File: src/rtl/mem_pair_split_pkg.sv
// Shared encodings and types for the memory-pair split stage.
package mem_pair_split_pkg;

  // Store-width encodings on the IN_store*/OUT_store* fields
  localparam logic [1:0] ST_NONE = 2'b00;
  localparam logic [1:0] ST_SB   = 2'b01;
  localparam logic [1:0] ST_SH   = 2'b10;
  localparam logic [1:0] ST_SW   = 2'b11;

  // Load-type encodings on the IN_load*/OUT_load* fields
  localparam logic [2:0] LD_NONE = 3'b000;
  localparam logic [2:0] LD_LB   = 3'b001;
  localparam logic [2:0] LD_LH   = 3'b010;
  localparam logic [2:0] LD_LW   = 3'b011;
  localparam logic [2:0] LD_LBU  = 3'b100;
  localparam logic [2:0] LD_LHU  = 3'b101;

  // PASS forwards pairs; SPLIT drains the held second store
  typedef enum logic {
    PASS  = 1'b0,
    SPLIT = 1'b1
  } state_t;

  // A slot carries a store only when it is valid and has a store encoding
  function automatic logic is_store(input logic valid, input logic [1:0] store);
    return valid & (store != ST_NONE);
  endfunction

endpackage

File: src/rtl/mem_pair_split_slot_reg.sv
// One pipeline slot register (valid/store/load/payload) with load enable
// and a clear that takes priority. Invalid slots are stored with zeroed
// store/load fields so downstream never sees a phantom memory op.
module mem_slot_reg
  import mem_pair_split_pkg::*;
#(
  parameter int PW = 96
) (
  input  logic          clk,
  input  logic          rst,
  input  logic          en,
  input  logic          clr,
  input  logic          d_valid,
  input  logic [1:0]    d_store,
  input  logic [2:0]    d_load,
  input  logic [PW-1:0] d_pay,
  output logic          q_valid,
  output logic [1:0]    q_store,
  output logic [2:0]    q_load,
  output logic [PW-1:0] q_pay
);

  // Slot state: reset/clear to empty, otherwise capture when enabled
  always_ff @(posedge clk or posedge rst) begin
    if (rst) begin
      q_valid <= 1'b0;
      q_store <= ST_NONE;
      q_load  <= LD_NONE;
      q_pay   <= {PW{1'b0}};
    end else if (clr) begin
      q_valid <= 1'b0;
      q_store <= ST_NONE;
      q_load  <= LD_NONE;
      q_pay   <= {PW{1'b0}};
    end else if (en) begin
      q_valid <= d_valid;
      q_store <= d_valid ? d_store : ST_NONE;
      q_load  <= d_valid ? d_load  : LD_NONE;
      q_pay   <= d_pay;
    end else begin
      q_valid <= q_valid;
      q_store <= q_store;
      q_load  <= q_load;
      q_pay   <= q_pay;
    end
  end

endmodule

File: src/rtl/mem_pair_split.sv
// Splits a dual-issue pair holding two stores into two single-store cycles,
// since the memory stage accepts only one store per cycle.
module mem_pair_split
  import mem_pair_split_pkg::*;
#(
  parameter int PW = 96,
  parameter int CW = 32
) (
  input  logic          CLK,
  input  logic          RST,
  input  logic          FLUSH,
  input  logic          STALL_IN,
  output logic          STALL_OUT,
  input  logic          IN_valid1,
  input  logic          IN_valid2,
  input  logic [1:0]    IN_store1,
  input  logic [1:0]    IN_store2,
  input  logic [2:0]    IN_load1,
  input  logic [2:0]    IN_load2,
  input  logic [PW-1:0] IN_pay1,
  input  logic [PW-1:0] IN_pay2,
  output logic          OUT_valid1,
  output logic          OUT_valid2,
  output logic [1:0]    OUT_store1,
  output logic [1:0]    OUT_store2,
  output logic [2:0]    OUT_load1,
  output logic [2:0]    OUT_load2,
  output logic [PW-1:0] OUT_pay1,
  output logic [PW-1:0] OUT_pay2,
  output logic [CW-1:0] split_count
);

  state_t          state_r;
  state_t          next_state_s;
  logic [CW-1:0]   split_count_r;
  logic            conflict_s;
  logic            clr_s;
  logic            out1_en_s;
  logic            out2_en_s;
  logic            hold_en_s;
  logic            hold_clr_s;
  logic            inc_s;
  logic            d1_valid_s;
  logic [1:0]      d1_store_s;
  logic [2:0]      d1_load_s;
  logic [PW-1:0]   d1_pay_s;
  logic            d2_valid_s;
  logic [1:0]      d2_store_s;
  logic [2:0]      d2_load_s;
  logic [PW-1:0]   d2_pay_s;
  logic            hold_valid_s;
  logic [1:0]      hold_store_s;
  logic [2:0]      hold_load_s;
  logic [PW-1:0]   hold_pay_s;

  assign conflict_s  = is_store(IN_valid1, IN_store1) & is_store(IN_valid2, IN_store2);
  // Upstream hold depends only on registered state and STALL_IN
  assign STALL_OUT   = (state_r == SPLIT) | STALL_IN;
  assign split_count = split_count_r;

  // Next-state and slot-mux decode; FLUSH beats STALL_IN beats normal flow
  always_comb begin
    next_state_s = state_r;
    clr_s        = 1'b0;
    out1_en_s    = 1'b0;
    out2_en_s    = 1'b0;
    hold_en_s    = 1'b0;
    hold_clr_s   = 1'b0;
    inc_s        = 1'b0;
    d1_valid_s   = IN_valid1;
    d1_store_s   = IN_store1;
    d1_load_s    = IN_load1;
    d1_pay_s     = IN_pay1;
    d2_valid_s   = IN_valid2;
    d2_store_s   = IN_store2;
    d2_load_s    = IN_load2;
    d2_pay_s     = IN_pay2;
    if (FLUSH) begin
      next_state_s = PASS;
      clr_s        = 1'b1;
    end else if (STALL_IN) begin
      next_state_s = state_r;
    end else begin
      case (state_r)
        PASS: begin
          out1_en_s = 1'b1;
          out2_en_s = 1'b1;
          if (conflict_s) begin
            d2_valid_s   = 1'b0;
            d2_store_s   = ST_NONE;
            d2_load_s    = LD_NONE;
            d2_pay_s     = {PW{1'b0}};
            hold_en_s    = 1'b1;
            inc_s        = 1'b1;
            next_state_s = SPLIT;
          end else begin
            next_state_s = PASS;
          end
        end
        SPLIT: begin
          out1_en_s    = 1'b1;
          out2_en_s    = 1'b1;
          d1_valid_s   = 1'b0;
          d1_store_s   = ST_NONE;
          d1_load_s    = LD_NONE;
          d1_pay_s     = {PW{1'b0}};
          d2_valid_s   = hold_valid_s;
          d2_store_s   = hold_store_s;
          d2_load_s    = hold_load_s;
          d2_pay_s     = hold_pay_s;
          hold_clr_s   = 1'b1;
          next_state_s = PASS;
        end
        default: begin
          clr_s        = 1'b1;
          next_state_s = PASS;
        end
      endcase
    end
  end

  // State register
  always_ff @(posedge CLK or posedge RST) begin
    if (RST) begin
      state_r <= PASS;
    end else begin
      state_r <= next_state_s;
    end
  end

  // Split event counter, wraps naturally at 2^CW
  always_ff @(posedge CLK or posedge RST) begin
    if (RST) begin
      split_count_r <= {CW{1'b0}};
    end else if (inc_s) begin
      split_count_r <= split_count_r + {{(CW-1){1'b0}}, 1'b1};
    end else begin
      split_count_r <= split_count_r;
    end
  end

  mem_slot_reg #(.PW(PW)) u_out1 (
    .clk(CLK), .rst(RST), .en(out1_en_s), .clr(clr_s),
    .d_valid(d1_valid_s), .d_store(d1_store_s), .d_load(d1_load_s), .d_pay(d1_pay_s),
    .q_valid(OUT_valid1), .q_store(OUT_store1), .q_load(OUT_load1), .q_pay(OUT_pay1)
  );

  mem_slot_reg #(.PW(PW)) u_out2 (
    .clk(CLK), .rst(RST), .en(out2_en_s), .clr(clr_s),
    .d_valid(d2_valid_s), .d_store(d2_store_s), .d_load(d2_load_s), .d_pay(d2_pay_s),
    .q_valid(OUT_valid2), .q_store(OUT_store2), .q_load(OUT_load2), .q_pay(OUT_pay2)
  );

  // Hold slot captures the second store of a conflicting pair
  mem_slot_reg #(.PW(PW)) u_hold (
    .clk(CLK), .rst(RST), .en(hold_en_s), .clr(clr_s | hold_clr_s),
    .d_valid(IN_valid2), .d_store(IN_store2), .d_load(IN_load2), .d_pay(IN_pay2),
    .q_valid(hold_valid_s), .q_store(hold_store_s), .q_load(hold_load_s), .q_pay(hold_pay_s)
  );

endmodule

File: config.mk
export PLATFORM = sky130hd
export DESIGN_NAME = mem_pair_split
export DESIGN_NICKNAME = d
export VERILOG_FILES = /design/src/rtl/mem_pair_split_pkg.sv /design/src/rtl/mem_pair_split_slot_reg.sv /design/src/rtl/mem_pair_split.sv
export SDC_FILE = /design/constraint.sdc
export NUM_CORES = 1
export LEC_CHECK = 0
export CORE_MARGIN = 4
export CORE_UTILIZATION = 50
export DETAILED_ROUTE_END_ITERATION = 7
export PLACE_DENSITY = 0.92
export SETUP_SLACK_MARGIN = 0.02
export SYNTH_ARGS = -nofsm -noshare
export SYNTH_HDL_FRONTEND = slang
export SYNTH_SLANG_ARGS = --single-unit
File: constraint.sdc
create_clock -name CLK -period 24.5 [get_ports CLK]
set_input_delay 4.9 -clock CLK [delete_from_list [all_inputs] [get_ports CLK]]
set_output_delay 4.9 -clock CLK [all_outputs]
set_load 0.02 [all_outputs]
==> impl_metrics.env <==
export IMPL_outcome="finished clean"
export IMPL_initial_core_util=0.514
export IMPL_setup_viol=0
export IMPL_drc=0
export IMPL_synth_top_family_by_area="compound AO/OA/AOI/OAI gates"
export IMPL_p_total_uw=1330
export IMPL_cts_root_buf="clkbuf_16"
export IMPL_p_sw_frac=0.255
export IMPL_gp_congestion=0.826
export IMPL_max_clock_freq_ghz=0.0880
export IMPL_die_area_um2=29800
export IMPL_hold_buffers=0
export IMPL_clock_path_buffers=3
export IMPL_relSlewSlack=0.233
export IMPL_power_leakage_uw=0.00841
export IMPL_io_buffers=444
export IMPL_rsz0062_at_grt="no"
export IMPL_tightest_slew_ps=1150
export IMPL_antenna_found_initial=5
export IMPL_ys_types=40
export IMPL_cts_buffers=36
export IMPL_critPathLaunch="STALL_IN"
export IMPL_final_area_um2=19200
export IMPL_rr_endpoint="u_hold.q_pay[32]"
export IMPL_clock_latency_ps=500
export IMPL_synthCells=1066
export IMPL_synth_compound_area_frac=0.203
export IMPL_critPathLaunchType="primary input"
export IMPL_synth_simple_area_share=0.114
export IMPL_max_cap_violations=0
export IMPL_finish_net_count=1667
export IMPL_clock_sinks=339
export IMPL_endpoint_kind="output port"
export IMPL_synth_area_mux_share=0.000832
export IMPL_via_per_inst=6.20
export IMPL_cts_setup_buffers=0
export IMPL_power_switching_uw=340
export IMPL_post_route_util=0.728
export IMPL_syn_cell_area_um2=13500
export IMPL_worstPathArrival_ps=6470
export IMPL_num_rows=59
export IMPL_dp_hpwl_mm=29.1
export IMPL_area_delta_synth_final_pct=41.7
export IMPL_cts_tree="yes"
export IMPL_seq_power_share=0.456
export IMPL_synthAdderAreaFrac=0.000924
export IMPL_p_int_uw=995
export IMPL_slew_violations=0
export IMPL_tns_ps=0
export IMPL_core_area_um2=26400
export IMPL_die_w_um=173
export IMPL_pin_count=445
export IMPL_ir_drop_mv=0.0472
export IMPL_grt_pass1_vias=11885
export IMPL_p_per_area_nw_per_um2=69.5
export IMPL_async_flop_share=1.00
export IMPL_grtUsageTotal=0.286
export IMPL_ys_flop_type="dfrtp_1"
export IMPL_crit_fanout=94
export IMPL_synth_edf_count=0
export IMPL_rr_worst_depth=5
export IMPL_grt_max_degree=108
export IMPL_antenna_left=0
export IMPL_period_needed_ps=11370
export IMPL_reg2reg_setup_slack_ps=21460
export IMPL_fp_dieH_um=173
export IMPL_period_share=0.464
export IMPL_wl_mm=44.3
export IMPL_cts_resized=0
export IMPL_placed_area_um2=18000
export IMPL_seq_area_frac_synth=0.627
export IMPL_critical_path_class="in2out"
export IMPL_synth_yosys_warnings=0
export IMPL_min_delay_path_class="reg2reg"
export IMPL_drtIter0Drc=1250
export IMPL_fin_skew_ps=12.5
export IMPL_worstPathRequired_ps=19600
export IMPL_pwr_share_comb=0.151
export IMPL_r2r_start="state_r"
export IMPL_grt_first_pass_wirelength_mm=69.0
export IMPL_clk_pin_slew_ps=60
export IMPL_finalHoldViolations=0
export IMPL_syn_avg_cell_area_um2=12.7
export IMPL_pwr_share_clk=0.393
export IMPL_syn_nets=1275
export IMPL_vias=11278
export IMPL_synth_xor_area_frac=0.0201
export IMPL_htree_levels=2
export IMPL_n_fill_cell=1640
export IMPL_grt_overflow_total=0
export IMPL_worstSetupEndpoint="STALL_OUT"
export IMPL_routedWlPerCell_um=24.4
export IMPL_drive_gt1_frac=0.0547
export IMPL_ys_ff_latch=339
export IMPL_firstDrtPassIters=7
cells in the final DEF, fill, tap and decap left out, drive strengths merged, types with 2 or more instances in the layout:
| cell type | instances |
|---|---|
| diode | 4 |
| or2 | 4 |
| a21oi | 3 |
| o21ai | 5 |
| nor2 | 8 |
| clkdlybuf4s50 | 442 |
| or4 | 3 |
| xor2 | 13 |
| inv | 3 |
| and2 | 2 |
| a221oi | 96 |
| nand2 | 24 |
| and3 | 3 |
| buf | 13 |
| clkinv | 3 |
| a21o | 2 |
| a32o | 5 |
| xnor2 | 18 |
| a22oi | 3 |
| clkbuf | 57 |
| nor3 | 107 |
| nor2b | 99 |
| nand4 | 10 |
| a22o | 200 |
| nand3 | 11 |
| dfrtp | 339 |
how the worst min path moves through the flow:
stage	start	to	slack [ps]	cells past startpoint
after floorplan	u_hold.q_valid	u_hold.q_valid	450	1
after global placement	u_hold.q_valid	u_hold.q_valid	460	1
after detailed placement	u_out2.q_valid	u_out2.q_valid	460	2
after CTS	u_hold.q_valid	u_hold.q_valid	480	1
after global routing	u_hold.q_valid	u_hold.q_valid	510	1
final	u_hold.q_valid	u_hold.q_valid	480	1
sequential cells by signal (all words and copies together), names as in the netlist:
register	count
u_out2.q_load	3
u_out1.q_load	3
u_hold.q_load	3
u_out1.q_store	2
state_r	1
split_count	32
u_hold.q_store	2
u_hold.q_pay	96
u_out1.q_pay	96
u_out2.q_valid	1
u_out2.q_pay	96
u_out1.q_valid	1
u_hold.q_valid	1
u_out2.q_store	2
power by group through the flow:
stage	Combinational (uW)	Clock (uW)	Sequential (uW)
after floorplan	65.3	0	642
after global placement	195	0	615
after detailed placement	200	0	616
after CTS	202	531	608
after global routing	213	556	611
final	202	525	608
cell type report:
class | count | area, um2 | share of cell area
inverter | 3 | 18.8 | 0.000978
sequential | 339 | 8490 | 0.442
tap | 335 | 419 | 0.0218
clock buffer | 57 | 1120 | 0.0584
clock inverter | 3 | 15.0 | 0.000782
antenna | 4 | 10.0 | 0.000522
timing repair buffer | 455 | 4520 | 0.236
multi-input combinational | 623 | 4600 | 0.240
synthesized netlist by cell type, types with 3 or more instances:
library cell	number	area share
a221oi_1	96	0.062
nor3_2	3	0.0022
a22oi_1	3	0.0017
buf_6	9	0.0075
o21ai_0	5	0.0018
a22o_1	200	0.13
nand2_1	24	0.0067
nor2_1	8	0.0022
xnor2_1	18	0.012
buf_2	16	0.0059
nor2b_1	98	0.045
inv_1	3	0.00083
dfrtp_1	339	0.63
nor3_1	103	0.038
a32o_1	5	0.0037
clkbuf_1	73	0.020
nand3_1	11	0.0041
nand4_1	9	0.0042
and3_1	3	0.0014
buf_1	3	0.00083
xor2_1	13	0.0084
metrics by stage:
| step | std cells | hold WS [ps] | worst slack (ps) |
|---|---|---|---|
| after global routing | 1819 | 509 | 13050 |
| after global placement | 1755 | 461 | 13150 |
| after CTS | 1815 | 480 | 13120 |
| final | 1819 | 478 | 13130 |
| after detailed placement | 1755 | 464 | 13130 |
| after floorplan | 1066 | 450 | 10210 |
worst max-delay path, cell delays in order:
cell,delay [ps]
buf_4,670
or2_2,280
clkdlybuf4s50_1,610
kinds of logic after synthesis:
logic type	count (synthesis)
buffers and inverters	104
AO/OA/AOI/OAI	316
AND/OR/NAND/NOR	274
multiplexers	1
flip-flops	339
XOR/XNOR	31
adder cells (fa/ha/maj)	1
routing by layer:
layer / track usage / share of wire / routed length (um) / vias up
li1: - / - / - / 4816
met1: 0.361 / 0.38 / 16900 / 5763
met2: 0.482 / 0.50 / 22100 / 586
met3: 0.0694 / 0.079 / 3500 / 111
met4: 0.107 / 0.041 / 1810 / 2
met5: 0 / 0.00029 / 13 / -
Power figures use the tool's default switching activity.
